**src/rtl/medidor_pwm_pkg.sv**
```systemverilog
// Shared constants and FSM state encoding for the PWM duty/period meter.
// Duty codes share the 10-bit 0..1023 scale of the current setpoint.
package medidor_pwm_pkg;

  localparam int DUTY_W = 10;
  localparam logic [DUTY_W-1:0] FULL_SCALE = 10'd1023;

  typedef enum logic [1:0] {
    IDLE,
    ESPERA,
    MIDE
  } estado_t;

endpackage

```
**src/rtl/divisor_secuencial.sv**
```systemverilog
// Restoring divider: cociente = floor(num*1024/den), one bit per cycle, 10 cycles from start to done.
// The caller guarantees num < den; abort (or reset) kills a division in flight and suppresses done.
module divisor_secuencial
  import medidor_pwm_pkg::*;
#(
  parameter int W = 20
) (
  input  logic              clk,
  input  logic              reset,
  input  logic              start,
  input  logic              abort,
  input  logic [W-1:0]      num,
  input  logic [W-1:0]      den,
  output logic              busy,
  output logic              done,
  output logic [DUTY_W-1:0] cociente
);

  localparam logic [3:0] ITER_LAST = 4'(DUTY_W - 1);

  logic [W-1:0] rem;
  logic [W-1:0] den_q;
  logic [3:0]   iter;
  logic [W-1:0] rem_src;
  logic [W-1:0] den_src;
  logic [W:0]   shifted;
  logic [W:0]   diff;
  logic         ge;

  // The start cycle already performs the first iteration on the raw operands.
  always_comb begin
    rem_src = start ? num : rem;
    den_src = start ? den : den_q;
    shifted = {rem_src, 1'b0};
    diff    = shifted - {1'b0, den_src};
    ge      = (shifted >= {1'b0, den_src});
  end

  always_ff @(posedge clk) begin
    if (reset) begin
      rem      <= '0;
      den_q    <= '0;
      iter     <= '0;
      busy     <= 1'b0;
      done     <= 1'b0;
      cociente <= '0;
    end else if (abort) begin
      iter <= '0;
      busy <= 1'b0;
      done <= 1'b0;
    end else begin
      done <= 1'b0;
      if (start || busy) begin
        rem      <= ge ? diff[W-1:0] : shifted[W-1:0];
        cociente <= {cociente[DUTY_W-2:0], ge};
        if (start) begin
          busy  <= 1'b1;
          den_q <= den;
          iter  <= 4'd1;
        end else if (iter == ITER_LAST) begin
          busy <= 1'b0;
          done <= 1'b1;
        end else begin
          iter <= iter + 4'd1;
        end
      end
    end
  end

endmodule

```
**src/rtl/medidor_pwm.sv**
```systemverilog
// Measures an asynchronous PWM input: duty as floor(high*1024/period), plus period and stuck/overrun flags.
// valid pulses 12 cycles after the capturing rise; a rise arriving while the divider is busy is dropped (overrun).
module medidor_pwm
  import medidor_pwm_pkg::*;
#(
  parameter int CNT_W      = 20,
  parameter int TIMEOUT    = 1000000,
  parameter int MIN_PERIOD = 16
) (
  input  logic              clk,
  input  logic              reset,
  input  logic              pwm_in,
  input  logic              enable,
  output logic [DUTY_W-1:0] duty,
  output logic [CNT_W-1:0]  periodo,
  output logic              valid,
  output logic              stuck,
  output logic              overrun
);

  localparam logic [CNT_W-1:0] CNT_MAX = {CNT_W{1'b1}};
  localparam logic [CNT_W-1:0] CNT_ONE = CNT_W'(1);
  localparam logic [CNT_W-1:0] TO_LAST = CNT_W'(TIMEOUT - 1);
  localparam logic [CNT_W-1:0] TO_HOLD = CNT_W'(TIMEOUT);
  localparam logic [CNT_W-1:0] MIN_P   = CNT_W'(MIN_PERIOD);

  logic              sync_a, sync_b, sync_prev, rise;
  estado_t           state, state_nx;
  logic              arm, capture, timeout, abort, accept, drop;
  logic              start_q, div_busy, div_done;
  logic [DUTY_W-1:0] cociente;
  logic [CNT_W-1:0]  period_cnt, high_cnt, idle_cnt, snap_p, snap_h;

  assign rise = sync_b & ~sync_prev;

  always_ff @(posedge clk) begin
    if (reset) state <= IDLE;
    else       state <= state_nx;
  end

  always_comb begin
    state_nx = state;
    arm      = 1'b0;
    capture  = 1'b0;
    timeout  = 1'b0;
    abort    = 1'b0;
    accept   = 1'b0;
    drop     = 1'b0;
    if (!enable) begin
      state_nx = IDLE;
      abort    = 1'b1;
    end else begin
      case (state)
        IDLE:   state_nx = ESPERA;
        ESPERA: begin
          if (rise) begin
            arm      = 1'b1;
            state_nx = MIDE;
          end else if (idle_cnt == TO_LAST) begin
            timeout = 1'b1;
            abort   = 1'b1;
          end
        end
        MIDE: begin
          if (rise) begin
            capture = 1'b1;
          end else if (idle_cnt == TO_LAST) begin
            timeout  = 1'b1;
            abort    = 1'b1;
            state_nx = ESPERA;
          end
        end
        default: state_nx = IDLE;
      endcase
    end
    // A pending start counts as busy so two snapshots never race into the divider.
    if (capture && period_cnt >= MIN_P) begin
      accept = ~(start_q | div_busy);
      drop   = start_q | div_busy;
    end
  end

  always_ff @(posedge clk) begin
    if (reset) begin
      sync_a     <= 1'b0;
      sync_b     <= 1'b0;
      sync_prev  <= 1'b0;
      start_q    <= 1'b0;
      period_cnt <= '0;
      high_cnt   <= '0;
      idle_cnt   <= '0;
      snap_p     <= '0;
      snap_h     <= '0;
      duty       <= '0;
      periodo    <= '0;
      valid      <= 1'b0;
      stuck      <= 1'b0;
      overrun    <= 1'b0;
    end else begin
      sync_a    <= pwm_in;
      sync_b    <= sync_a;
      sync_prev <= sync_b;
      start_q   <= accept;
      valid     <= 1'b0;

      if (arm || capture) begin
        period_cnt <= CNT_ONE;
        high_cnt   <= CNT_ONE;
      end else if (state == MIDE) begin
        if (period_cnt != CNT_MAX)          period_cnt <= period_cnt + CNT_ONE;
        if (sync_b && high_cnt != CNT_MAX)  high_cnt   <= high_cnt + CNT_ONE;
      end

      // After a timeout the idle counter parks above the threshold so a stuck line reports only once.
      if (state == IDLE || arm || capture) idle_cnt <= '0;
      else if (timeout)                    idle_cnt <= TO_HOLD;
      else if (idle_cnt != TO_HOLD)        idle_cnt <= idle_cnt + CNT_ONE;

      if (accept) begin
        snap_p <= period_cnt;
        snap_h <= high_cnt;
      end
      if (drop) overrun <= 1'b1;

      if (timeout) begin
        stuck   <= 1'b1;
        duty    <= sync_b ? FULL_SCALE : '0;
        periodo <= '0;
        valid   <= 1'b1;
      end else if (div_done && enable) begin
        stuck   <= 1'b0;
        duty    <= cociente;
        periodo <= snap_p;
        valid   <= 1'b1;
      end
    end
  end

  divisor_secuencial #(.W(CNT_W)) u_div (
    .clk      (clk),
    .reset    (reset),
    .start    (start_q),
    .abort    (abort),
    .num      (snap_h),
    .den      (snap_p),
    .busy     (div_busy),
    .done     (div_done),
    .cociente (cociente)
  );

endmodule
```
**config.mk**
```make
export PLATFORM = sky130hd
export DESIGN_NAME = medidor_pwm
export DESIGN_NICKNAME = d
export VERILOG_FILES = /design/src/rtl/medidor_pwm_pkg.sv /design/src/rtl/divisor_secuencial.sv /design/src/rtl/medidor_pwm.sv
export SDC_FILE = /design/constraint.sdc
export NUM_CORES = 1
export LEC_CHECK = 0
export ABC_AREA = 1
export BUFFER_PORTS_ARGS = -buffer_cell sky130_fd_sc_hd__buf_2
export CORE_ASPECT_RATIO = 1.2
export CORE_MARGIN = 4
export CORE_UTILIZATION = 40
export DETAILED_ROUTE_END_ITERATION = 10
export PLACE_DENSITY_LB_ADDON = 0.15
export SYNTH_ARGS = -nofsm -noshare
export SYNTH_HDL_FRONTEND = slang
export SYNTH_SLANG_ARGS = --single-unit
```
**constraint.sdc**
```tcl
create_clock -name clk -period 4.47 [get_ports clk]
set_input_delay 0.2235 -clock clk [delete_from_list [all_inputs] [get_ports clk]]
set_output_delay 0.2235 -clock clk [all_outputs]
set_load 0.005 [all_outputs]
```
==> run_results.csv <==
group,metric,value,unit
global_route,grt_overflow,0,
setup_path,critPathMaxStageDelay,620,ps
setup_path,cp.arrival,3540,ps
setup_path,r2r_end,"u_div.rem[13]$_SDFFE_PP0P_",
synthesis,yosys_warnings,0,
clock_tree,cts_max_path_buffers,2,
global_route,antenna_found_initial,0,
drt,drt-wirelength-per-cell,14.8,µm
sta,layout_setup_ws,1270,ps
die,die_h,184,µm
setup_path,r2r_slack,1270,ps
setup_path,path_max_fanout,45,
die,initial_core_util,0.406,
drt,wl,27.7,mm
setup_path,path_class,"reg -> reg",
synthesis,yosysSeqAreaShare,0.377,
cells_and_area,stdcell_area,0.0113,mm²
sta,holdWs,229,ps
clock_tree,cts_tree,"built",
min_path,hp-start,"enable",
min_path,hold_depth,3,
synthesis,synthTopCellsByArea,"dfxtp_1, nand2_1, inv_1",
cells_and_area,fillers,2716,
drt,drt.antenna.violating_nets,0,
setup_path,worst_ep_required_time,4810,ps
sta,rsz0062_at_grt,"no",
sta,clock.fmax,312,MHz
clock_tree,cts_resized,0,
cells_and_area,antenna_cells,0,
synthesis,synth_top_cell_by_area,"dfxtp_1",
sta,period_share,0.717,
flow_run,max_cap_viol_count,0,
die,rows,64,
sta,hold_viol,0,
synthesis,syn_area_per_cell,6.81,µm²
synthesis,synth_ff_type,"dfxtp_1",
drt,vias_per_cell,4.96,
global_route,grt_pass1_vias,8926,
setup_path,end_kind,"flop",
die,coreArea,0.0255,mm²
power_and_ir_drop,p_leak,4.77,nW
die,io_pins,37,
power_and_ir_drop,peakVddDrop,0.242,mV
clock_tree,cts_root_buf,"clkbuf_16",
global_route,track_usage,0.200,
drt,via_count,9269,
drt,drtPass1Iterations,4,
run_status,status,"completed",
global_route,grt_pass1_wl,46.5,mm
synthesis,synth_seq_cells,195,
sta,tns,0,ps
setup_path,rr_worst_depth,15,
placement,place.gp.congestion,0.916,
global_route,grt_max_degree,82,
setup_path,r2r_start,"start_q$_SDFF_PP0_",
clock_tree,clkSlewWorstSetupHoldPaths,80,ps
synthesis,synth_area,0.0104,mm²
cells_and_area,layout-drive-gt1-share,0.0729,
placement,dpl_cell_area,0.0107,mm²
synthesis,async_reset_ff_frac,0,
placement,hpwl,20.5,mm
setup_path,start_kind,"flop",
power_and_ir_drop,power.total,3.40,mW
die,die_x,155,µm
placement,numPortBuffers,36,
min_path,hold_class,"in -> reg",
synthesis,ys_types,46,
setup_path,crit_family,"simple AND/OR/NAND/NOR gates",
clock_tree,insertion_delay,450,ps
power_and_ir_drop,p_per_area,300,mW/mm²
clock_tree,numCtsBuffers,17,
synthesis,yosysMostFrequentCell,"nand2_1",
setup_path,crit_start,"start_q$_SDFF_PP0_",
drt,dr.first_iter.drc_count,536,
synthesis,synth_common_cells,"nand2_1, dfxtp_1, inv_1, a21oi_1, nor2_1",
clock_tree,cts_sinks,195,
synthesis,synth_nets,1558,
sta,max_slew.worst_pin.slew,894,ps
sta,setup_viol_count_final,0,
cells_and_area,area_growth,9.02,%
synthesis,synth-edff-count,0,
clock_tree,htree_levels,4,
synthesis,yosysTopAreaCellShare,0.377,
cells_and_area,nets,1559,
setup_path,path_cells,"buf_12 -> nand2_1 -> o21ai_0 -> inv_1 -> ha_1 -> nand2_1 -> inv_1 -> a21oi_1 -> nand2_1 -> nand2_1 -> nand4_4 -> inv_2 -> nor2_1 -> nor2_1 -> nor2_1",
setup_path,critPathBufInv,4,
setup_path,crit_path_frequent_cell,"nand2_1",
sta,final_max_slew_viol_count,0,
drt,drc,0,
setup_path,cpMaxStageDelayCell,"dfxtp_2",
sta,max_slew_margin,0.404,
min_path,whs_endpoint,"stuck$_SDFFE_PP0P_",
placement,dpl_worst_slack,1280,ps
synthesis,netlist_instances,1523,
sta,skew,17.1,ps
sta,layout_min_cycle_time,3200,ps
die,dieArea,0.0286,mm²
[cells in the final DEF (no fill, tap or decap), types with 4 or more instances in the layout]
cell | synthesis | routed
a21oi_1 | 135 | 135
a31oi_1 | 4 | 4
buf_2 | 12 | 36
buf_4 | 4 | 6
clkbuf_16 | 0 | 17
clkinv_4 | 0 | 4
clkinv_8 | 0 | 4
dfxtp_1 | 195 | 194
ha_1 | 30 | 30
inv_1 | 193 | 192
inv_2 | 6 | 7
inv_8 | 0 | 4
nand2_1 | 436 | 436
nand3_1 | 66 | 66
nand3_2 | 4 | 4
nand3b_1 | 7 | 7
nand4_1 | 23 | 23
nor2_1 | 118 | 118
nor3_1 | 23 | 23
nor4_1 | 12 | 12
o211a_1 | 18 | 18
o21ai_0 | 108 | 108
o21ai_1 | 5 | 5
or2_2 | 4 | 4
xnor2_1 | 15 | 15
xor2_1 | 23 | 23
[cells by family after synthesis]
logic type | after synthesis | share of synthesized area
DFF | 195 | 0.377
and+or+nand+nor | 716 | 0.299
buffers and inverters | 261 | 0.105
adders and majority gates | 31 | 0.0381
AOI/OAI and AO/OA | 282 | 0.149
xor gates and xnor gates | 38 | 0.0321
[tightest hold or removal path, delay by kind of cell]
family | cells | cell delay [ps]
and+or+nand+nor | 1 | 190
buffers and inverters | 1 | 130
AOI/OAI and AO/OA | 1 | 80
[state kept, by name, indices dropped and copies added, names as in the netlist]
signal,count
snap_p,20
start_q,1
sync_b,1
u_div.cociente,10
sync_a,1
u_div.den_q,20
u_div.busy,1
stuck,1
u_div.rem,20
idle_cnt,20
sync_prev,1
u_div.iter,4
snap_h,20
period_cnt,20
u_div.done,1
valid,1
high_cnt,20
state,2
overrun,1
duty,10
periodo,20
[stage by stage]
stage | util | cells
2_1_floorplan | - | 1523
3_3_place_gp | 0.418 | 1834
3_5_place_dp | 0.418 | 1834
4_1_cts | 0.442 | 1867
5_1_grt | 0.442 | 1867
6_report | 0.442 | 1867
[report_power, final]
part | internal, mW | switching (mW) | leakage (nW)
clock network | 0.761 | 0.803 | 0.294
registers | 1.74 | 0.00427 | 1.57
logic | 0.0204 | 0.0657 | 2.91
total | 2.52 | 0.873 | 4.77
[repair_timing]
action | 4_1_cts | 5_1_grt
hold buffers | 1 | 0
setup buffers | 0 | 0
setup endpoints to repair | 0 | 0
endpoints found under the hold margin | 1 | 0
[worst max-delay path by stage]
| stage | cells past startpoint | to | slack (ps) |
|---|---|---|---|
| finish | 15 | u_div.rem[13]$_SDFFE_PP0P_ | 1270 |
| CTS | 15 | u_div.rem[19]$_SDFFE_PP0P_ | 1270 |
| global route | 16 | u_div.rem[3]$_SDFFE_PP0P_ | 910 |
| global placement | 15 | u_div.rem[13]$_SDFFE_PP0P_ | 1300 |
| detailed placement | 15 | u_div.rem[17]$_SDFFE_PP0P_ | 1280 |
| floorplan | 17 | u_div.rem[1]$_SDFFE_PP0P_ | 2030 |
[per-layer routing]
metal  share of wire  track usage  routed length, µm
met5               0            0                  0
met3           0.025       0.0282                686
met1            0.47        0.262              13100
met2            0.48        0.344              13300
met4           0.019       0.0569                514
[area by class of cell]
class | instances | area [µm²] | area share
clock inverter | 15 | 179 | 0.0158
multi-input combinational | 1067 | 5380 | 0.476
sequential | 195 | 3910 | 0.346
inverter | 199 | 747 | 0.0661
timing repair buffer | 44 | 255 | 0.0226
tap | 330 | 413 | 0.0365
clock buffer | 17 | 425 | 0.0376
(Power assumes the default switching activity.)
